### src/rtl/median_window_feeder.sv
// rtl/median_window_feeder.sv - 3x3 window burst driver for the MEDIAN filter
module median_window_feeder #(
    parameter int IMG_W   = 16,
    parameter int PIX_W   = 8,
    parameter int TIMEOUT = 64
) (
    input  logic             CLK,
    input  logic             nRST,
    input  logic [PIX_W-1:0] PI,
    input  logic             PI_VALID,
    input  logic             PI_SOF,
    output logic             PI_READY,
    output logic [PIX_W-1:0] DI,
    output logic             DSI,
    input  logic [PIX_W-1:0] DO,
    input  logic             DSO,
    output logic [PIX_W-1:0] PO,
    output logic             PO_VALID,
    output logic             ERR
);
    localparam int COL_W = $clog2(IMG_W);
    localparam int TMO_W = $clog2(TIMEOUT + 1);

    typedef enum logic [1:0] {S_IDLE, S_BURST, S_WAIT} state_t;

    state_t           state_q, state_d;
    logic [1:0]       row_q, row_d;
    logic             row_ok_q, row_ok_d;
    logic [COL_W-1:0] col_q, col_d;
    logic [1:0]       win_row_q, win_row_d;
    logic [COL_W-1:0] win_col_q, win_col_d;
    logic [3:0]       idx_q, idx_d;
    logic [TMO_W-1:0] tmo_q, tmo_d;
    logic [PIX_W-1:0] di_q, di_d;
    logic [PIX_W-1:0] po_q, po_d;
    logic             dsi_q, dsi_d;
    logic             po_valid_q, po_valid_d;
    logic             err_q, err_d;

    logic [PIX_W-1:0] line_mem_q [3][IMG_W];

    logic             accept;
    logic [1:0]       cur_row;
    logic [COL_W-1:0] cur_col;
    logic             cur_ok;
    logic [3:0]       rd_k;
    logic [1:0]       base_row;
    logic [COL_W-1:0] base_col;
    logic [1:0]       rd_back;
    logic [1:0]       rd_off;
    logic [1:0]       rd_row;
    logic [COL_W-1:0] rd_col;
    logic [PIX_W-1:0] rd_pix;

    assign PI_READY = (state_q == S_IDLE) & nRST;
    assign accept   = PI_VALID & PI_READY;
    assign DI       = di_q;
    assign DSI      = dsi_q;
    assign PO       = po_q;
    assign PO_VALID = po_valid_q;
    assign ERR      = err_q;

    // A start-of-frame pixel is placed at (0,0) regardless of the running counters.
    always_comb begin
        cur_row = PI_SOF ? 2'd0 : row_q;
        cur_col = PI_SOF ? '0 : col_q;
        cur_ok  = PI_SOF ? 1'b0 : row_ok_q;
    end

    // Window element k lives (2 - k/3) rows back from the newest row, column offset k%3.
    always_comb begin
        rd_k     = 4'd0;
        base_row = cur_row;
        base_col = cur_col - COL_W'(2);
        if (state_q == S_BURST) begin
            rd_k     = idx_q + 4'd1;
            base_row = win_row_q;
            base_col = win_col_q;
        end
        case (rd_k)
            4'd0, 4'd1, 4'd2: rd_back = 2'd2;
            4'd3, 4'd4, 4'd5: rd_back = 2'd1;
            default:          rd_back = 2'd0;
        endcase
        case (rd_k)
            4'd0, 4'd3, 4'd6: rd_off = 2'd0;
            4'd1, 4'd4, 4'd7: rd_off = 2'd1;
            default:          rd_off = 2'd2;
        endcase
        case (rd_back)
            2'd1:    rd_row = (base_row == 2'd0) ? 2'd2 : base_row - 2'd1;
            2'd2:    rd_row = (base_row == 2'd2) ? 2'd0 : base_row + 2'd1;
            default: rd_row = base_row;
        endcase
        rd_col = base_col + COL_W'(rd_off);
        rd_pix = line_mem_q[rd_row][rd_col];
    end

    always_comb begin
        state_d    = state_q;
        row_d      = row_q;
        row_ok_d   = row_ok_q;
        col_d      = col_q;
        win_row_d  = win_row_q;
        win_col_d  = win_col_q;
        idx_d      = idx_q;
        tmo_d      = tmo_q;
        di_d       = di_q;
        dsi_d      = 1'b0;
        po_d       = po_q;
        po_valid_d = 1'b0;
        err_d      = err_q;
        case (state_q)
            S_IDLE: begin
                if (accept) begin
                    if (cur_col == COL_W'(IMG_W - 1)) begin
                        col_d    = '0;
                        row_d    = (cur_row == 2'd2) ? 2'd0 : cur_row + 2'd1;
                        row_ok_d = cur_ok | (cur_row == 2'd1);
                    end else begin
                        col_d    = cur_col + COL_W'(1);
                        row_d    = cur_row;
                        row_ok_d = cur_ok;
                    end
                    if (cur_ok && (cur_col >= COL_W'(2))) begin
                        state_d   = S_BURST;
                        idx_d     = 4'd0;
                        dsi_d     = 1'b1;
                        di_d      = rd_pix;
                        win_row_d = cur_row;
                        win_col_d = cur_col - COL_W'(2);
                    end
                end
            end
            S_BURST: begin
                if (idx_q == 4'd8) begin
                    state_d = S_WAIT;
                    tmo_d   = '0;
                end else begin
                    dsi_d = 1'b1;
                    di_d  = rd_pix;
                    idx_d = idx_q + 4'd1;
                end
            end
            S_WAIT: begin
                if (DSO) begin
                    po_d       = DO;
                    po_valid_d = 1'b1;
                    state_d    = S_IDLE;
                end else if (tmo_q == TMO_W'(TIMEOUT - 1)) begin
                    err_d   = 1'b1;
                    state_d = S_IDLE;
                end else begin
                    tmo_d = tmo_q + TMO_W'(1);
                end
            end
            default: state_d = S_IDLE;
        endcase
    end

    always_ff @(posedge CLK) begin
        if (!nRST) begin
            state_q    <= S_IDLE;
            row_q      <= 2'd0;
            row_ok_q   <= 1'b0;
            col_q      <= '0;
            win_row_q  <= 2'd0;
            win_col_q  <= '0;
            idx_q      <= 4'd0;
            tmo_q      <= '0;
            di_q       <= '0;
            dsi_q      <= 1'b0;
            po_q       <= '0;
            po_valid_q <= 1'b0;
            err_q      <= 1'b0;
        end else begin
            state_q    <= state_d;
            row_q      <= row_d;
            row_ok_q   <= row_ok_d;
            col_q      <= col_d;
            win_row_q  <= win_row_d;
            win_col_q  <= win_col_d;
            idx_q      <= idx_d;
            tmo_q      <= tmo_d;
            di_q       <= di_d;
            dsi_q      <= dsi_d;
            po_q       <= po_d;
            po_valid_q <= po_valid_d;
            err_q      <= err_d;
        end
    end

    // Line storage needs no reset: rows are only read once row_ok proves them written.
    always_ff @(posedge CLK) begin
        if (accept) begin
            line_mem_q[cur_row][cur_col] <= PI;
        end
    end
endmodule

### config.mk
export PLATFORM = sky130hd
export DESIGN_NAME = median_window_feeder
export DESIGN_NICKNAME = d
export VERILOG_FILES = /design/src/rtl/median_window_feeder.sv
export SDC_FILE = /design/constraint.sdc
export NUM_CORES = 1
export LEC_CHECK = 0
export CAP_MARGIN = 20
export CELL_PAD_IN_SITES_DETAIL_PLACEMENT = 1
export CELL_PAD_IN_SITES_GLOBAL_PLACEMENT = 2
export CORE_MARGIN = 2
export CORE_UTILIZATION = 46
export CTS_CLUSTER_DIAMETER = 40
export CTS_CLUSTER_SIZE = 12
export DETAILED_ROUTE_END_ITERATION = 12
export PLACE_DENSITY_LB_ADDON = 0.1
export SLEW_MARGIN = 20
export SYNTH_ARGS = -nofsm -noshare
export SYNTH_HDL_FRONTEND = slang
export SYNTH_SLANG_ARGS = --single-unit
export TNS_END_PERCENT = 20
### constraint.sdc
create_clock -name CLK -period 4.8 [get_ports CLK]
set_input_delay 1.2 -clock CLK [delete_from_list [all_inputs] [get_ports CLK]]
set_output_delay 1.2 -clock CLK [all_outputs]
set_load 0.02 [all_outputs]
* Word level (Yosys, flattened, before mapping) *
Memories as Yosys holds them, arrays and structs flattened.
Index checks and enable logic that the tools add are counted.

storage, ports and cells
  register bits after elaboration = 45
  RAM bits = 384
  input bits = 21
  output and inout bits = 20
  word-level logic and storage cells = 120
  memories = 1

operators by class
  add/subtract/negate cells = 8
  $lt $le $gt $ge = 4
  eq/ne operators = 24
  multiplexer cells = 45
  bitwise gates (word level) = 6
  reduce and logical (&&, ||, !) cells = 19

memories
  memory      depth  bits a word  read ports  clocked after memory_dff  wr ports  line  text
  line_mem_q  3      128          1           0                         1         40    logic [PIX_W-1:0] line_mem_q [3][IMG_W];

operator list
  cell                 count
  $mux 128             1
  $mux 8               6
  $bmux 8 s4           1
  $demux 8 s4          1
  $mux 4               7
  $mux 2               11
  $mux 7               3
  $eq 4x3->1 const B   4
  $pmux 8 s2           1
  $pmux 7 s2           1
  $pmux 2 s2           3
  $reduce_and 4->1     3
  $reduce_or 3->1      4
  $ge 5x5->1 const B   2
  $not 4->5            2
  $add 4x1->4 const B  2
  $eq 2x2->1 const B   4
  $eq 4x2->1 const B   2
  $eq 4x4->1 const B   2
  $ne 2x2->1 const B   4
  $pmux 4 s2           1
  $add 7x1->7 const B  1
  $eq 7x6->1 const B   1
  $mux 1               7
  other kinds (21)     32

* Depth between registers and ports, before layout *
An unclocked memory read counts as a cell.

  depth in word-level cells = 14
  gate-level depth with buffers = 19
  mapped depth without buffers = 16

* Least setup slack after synthesis *
No wires, ideal clock.

  kind = input -> register
  start point = in PI_SOF
  end point = reg di_q[0], in the netlist DI[0]
  setup time = 0.130 ns
  arrival = 4.302 ns
  required time = 4.670 ns
  slack = 0.367 ns
  stages = 14
  path buffers = 5
  cell sequence = clkbuf_1 -> nand2b_1 -> o21ai_0 -> ha_1 -> fa_1 -> clkbuf_1 -> buf_2 -> buf_2 -> clkbuf_1 -> mux4_2 -> mux2i_1 -> nand2_1 -> a311oi_1 -> a21oi_1

on the way
  longest elaborated chain between the ends = 12
  elaborated cells on any way between the ends = 27
  classes of those cells = add/sub (4); order compare (1); eq/ne (2); mux (15); bitwise (1); reduce/logical (3); memory (1)

ends and longest elaborated chain
  what                                                  line  text
  start: declaration                                    11    input logic PI_SOF,
  branches (longest 12 deep; another with $sub 4x2->4)  n/a
  end signal: assignment                                185   di_q <= di_d;
  end: declaration                                      34    logic [PIX_W-1:0] di_q, di_d;

Parallel ways; which one is timed is not known. The select of a mux whose other input is x is not followed.
A chain may end at the register's enable or synchronous reset.

* Worst setup path after layout *
  start point = reg idx_q[0]
  end point = reg di_q[2], in the netlist DI[2]

on the way
  longest elaborated chain between the ends = 14
  elaborated cells on any way between the ends = 32
  classes of those cells = add/sub (2); eq/ne (11); mux (11); bitwise (1); reduce/logical (6); memory (1)

ends and longest elaborated chain
  what                                       line    text
  start: declaration                         32      logic [3:0] idx_q, idx_d;
  start signal: assignment                   183     idx_q <= idx_d;
  $add 4x1->4                                76      rd_k = idx_q + 4'd1;
  $mux 4                                     75      if (state_q == S_BURST) begin
  $eq 4x3->1, or another cell as far along   80, 85
  $reduce_or 3->1                            80      case (rd_k)
  $pmux 2 s2                                 80
  $eq 2x2->1 or $eq 2x1->1 (tied branches)   90      case (rd_back)
  $pmux 2 s2                                 90
  $mem_v2 3x128                              n/a
  $bmux 8 s4                                 96      rd_pix = line_mem_q[rd_row][rd_col];
  $mux 8 (implied by the code) (2 in a row)  96
  $mux 8                                     125     if (cur_ok && (cur_col >= COL_W'(2))) begin
  $mux 8                                     115     if (accept) begin
  $pmux 8 s2                                 113     case (state_q)

Parallel ways exist; a longest one is shown, timed or not. The select of a mux whose other input is x is not followed.

==> metrics.md <==
| Metric | Value |
|---|---|
| Slew headroom | 31.6% |
| Required time of the critical path | 5.24 ns |
| Cts-stage hold buffer count | 0 |
| Chip height | 202 um |
| EDFF count, synth | 384 |
| Clock tree buffer depth | 3 |
| Setup TNS | 0 ns |
| Port Buffer Count | 40 |
| Max-slew violation count | 0 |
| R2r setup slk | 0.56 ns |
| CP Buf/Inv Count | 2 |
| Via count | 11,388 |
| Synth cell types | 67 |
| Fin crit share | 88.4% |
| Hold endpoint | row_ok_q |
| GRT Overall Usage | 26.0% |
| Slew of the pin with the lowest slew margin | 1.03 ns |
| Initial core utilization | 46.7% |
| Pre-CTS WS | 0.00464 ns |
| Syn Inst Count | 1,229 |
| Crit path DAT | 4.69 ns |
| Synth Cell Area | 0.0180 sq mm |
| Hold Path Stages | 2 |
| Layout Nets | 1,450 |
| Number of global-route vias before repair | 11,995 |
| Clock skew | 0.0312 ns |
| Hpwl dp | 34.5 mm |
| Final instance area | 0.0221 sq mm |
| Hold_ws | 0.470 ns |
| Startpoint Class | register |
| Pwr Total | 8.96 mW |
| Reg clk slew, reported paths | 0.05 ns |
| Setup bufs post-CTS | 0 |
| Hold Startpoint | row_ok_q |
| Antenna violations before repair | 0 |
| Largest net degree at the start of global routing | 49 |
| Rows | 72 |
| DRC Markers | 0 |
| Final design utilization | 57.1% |
| CP max FO | 22 |
| Setup-failing EPs final | 0 |
| Cts repair resizes | 0 |
| Fill count | 3,634 |
| Status | finished, final reports clean |
| Fmax | 236 MHz |
| Starting DRC count in detailed routing | 841 |
| Synth Area per Inst | 14.7 sq um |
| CTS tree | built |
| TritonRoute pass-1 iters | 5 |
| Overflow after GRT | 0 |
| Cell area after placement | 0.0199 sq mm |
| Wire per inst | 26.1 um |
| Worst skew pair latency | 0.59 ns |
| Routed Antenna Nets | 0 |
| Max Cap Viol | 0 |
| H-tree level count | 3 |
| Syn_nets | 1,267 |
| CTS Sinks | 429 |
| Core Area | 0.0386 sq mm |
| Top Family by Delay on Critical Path | adder cells |
| Synth Register Bits | 429 |
| Peak supply drop | 0.000403 V |
| Routed WL | 51.7 mm |
| Post-synth ARST share | 0% |
| Final hold vios | 0 |
| Num ports | 41 |
| First-pass GRT wire length | 77.4 mm |
| P&R area growth vs syn | 22.2% |
| Total CTS buffers | 67 |
| Leakage power | 7.57 nW |
| Total die area | 0.0408 sq mm |
| CP Capture Type | register |
| Via/cell ratio | 5.76 |
| Reg area | 0.0124 sq mm |
| Non-Filler Instances | 1,978 |
| Fraction of final layout cells sized beyond drive strength 1 | 22.5% |
| RR Endpoint | DI[2] |
| Reg2Reg Depth | 15 |
| Antenna cells | 0 |
| Inst Count DP | 1,861 |
| Die Wd | 202 um |
| Seq/Total Area, Yosys | 68.9% |
| Reg2reg start | idx_q[0] |
| Commonest register cell after synthesis | edfxtp_1 |
| Final Wtd Congestion | 0.826 |
| Critical Path Max Stage Delay | 0.57 ns |
| Worst Slack Setup Final | 0.556 ns |
| RSZ-0062 raised after global routing | no |
| Min Tclk post-route | 4.24 ns |
| Worst path slowest cell | fa_2 |
| Warning count from the yosys run | 0 |
| Critical Setup Path Class | register to register |
| CP cell instances | ha_1 > xnor2_1 > xnor2_1 > nor2_1 > a21oi_1 > nor2_1 > ha_4 > fa_2 > buf_4 > buf_4 > mux4_2 > mux2i_1 > mux2i_1 > a2111oi_0 > a21oi_1 |
| Hold Crit Class | register to register |
| CTS root buf | clkbuf_16 |
| Power Density | 406 mW/mm^2 |
| Area of the multi-input gates | 0.00529 sq mm |
-- Yosys cell counts, types with 4 or more instances --
| master | n | area, sq um |
|---|---|---|
| mux2i_1 | 75 | 751 |
| nand3_1 | 26 | 130 |
| mux4_2 | 53 | 1190 |
| a311oi_1 | 9 | 78.8 |
| a41oi_1 | 6 | 52.6 |
| a2111oi_0 | 5 | 43.8 |
| nor4_1 | 7 | 43.8 |
| nor2b_1 | 8 | 50.1 |
| a21oi_1 | 62 | 310 |
| o21ai_0 | 17 | 85.1 |
| buf_2 | 18 | 90.1 |
| or2_2 | 4 | 25.0 |
| mux2_2 | 8 | 90.1 |
| nor3b_1 | 4 | 30.0 |
| o221ai_1 | 7 | 61.3 |
| ha_1 | 16 | 200 |
| a22oi_1 | 18 | 135 |
| nor3_1 | 18 | 90.1 |
| a211oi_1 | 4 | 30.0 |
| edfxtp_1 | 384 | 11500 |
| nand2_1 | 168 | 631 |
| xnor2_1 | 8 | 70.1 |
| and3_1 | 7 | 43.8 |
| nand2b_1 | 8 | 50.1 |
| o22ai_1 | 9 | 56.3 |
| clkbuf_1 | 37 | 139 |
| nor2_1 | 102 | 383 |
| dfxtp_1 | 45 | 901 |
| inv_1 | 17 | 63.8 |
| nand4_1 | 7 | 43.8 |
| a31oi_1 | 12 | 75.1 |
-- registers in the layout, indices dropped and copies added, names as in the netlist, 2 cells and up --
signal	count
line_mem_q	384
DI	8
PO	8
tmo_q	7
col_q	4
idx_q	4
win_col_q	4
row_q	2
state_q	2
win_row_q	2
-- metal layers --
layer / vias to the layer above / routed length (um) / track usage [%]
met3: 103 / 3130 / 5.01
met2: 386 / 25000 / 42.3
met1: 5785 / 21800 / 34.7
met4: 0 / 1750 / 9.90
met5: - / 0 / 0
li1: 5114 / - / -
-- worst register-to-register path: cells and delay by family, from the launching register on --
kind,cells,cell delay [ns]
flip-flops,1,0.39
adder cells (fa/ha/maj),3,1.05
buffers and inverters,2,0.49
AO/OA/AOI/OAI,3,0.80
AND/OR/NAND/NOR,2,0.16
multiplexers,3,0.72
XOR/XNOR,2,0.54
-- how the worst max path moves through the flow --
stage	startpoint	endpoint	depth (start not counted)	slack, ns
2_1_floorplan	PI_SOF	DI[0]	14	0.37
4_1_cts	idx_q[0]	DI[7]	16	0.55
6_report	idx_q[0]	DI[2]	15	0.56
3_3_place_gp	PI_SOF	DI[4]	14	-0.01
3_5_place_dp	PI_SOF	DI[3]	14	0.005
5_1_grt	idx_q[0]	DI[2]	18	0.05
-- layout make-up --
cell class	count	share of cell area [%]
tap	518	2.94
timing repair buffer	175	6.63
clock inverter	37	1.76
sequential	429	56.4
inverter	19	0.323
clock buffer	80	8.01
multi-input combinational	720	24.0
-- placed cells by master (no fill, tap or decap), drive strengths merged, types with 8 or more instances in the layout --
cell / Yosys / final
mux4: 53 / 53
ha: 16 / 16
a21oi: 63 / 63
o21ai: 20 / 20
buf: 24 / 143
edfxtp: 384 / 384
dfxtp: 45 / 45
nor2b: 9 / 9
a31oi: 12 / 12
xnor2: 8 / 8
inv: 17 / 24
a22oi: 18 / 18
mux2i: 75 / 75
o22ai: 9 / 9
nand3: 26 / 26
clkdlybuf4s50: 0 / 32
clkbuf: 37 / 80
nor3: 18 / 18
nand2: 168 / 168
a311oi: 9 / 9
nor2: 102 / 102
mux2: 8 / 8
nand2b: 8 / 8
clkinv: 2 / 23
-- power by group --
group	switching, mW	internal (mW)	total [mW]	leakage (nW)
combinational	0.159	0.0792	0.238	2.71
clock	1.74	2.91	4.65	1.05
sequential	0.00242	4.07	4.08	3.82
-- cell families after synthesis --
logic type | synth area share (%)
DFF | 68.9
and+or+nand+nor | 8.98
AOI/OAI and AO/OA | 6.93
muxes | 11.3
buffers and inverters | 2.08
adders and majority gates | 1.22
xor gates and xnor gates | 0.624
Note: power is estimated with default switching activity, not from simulation.
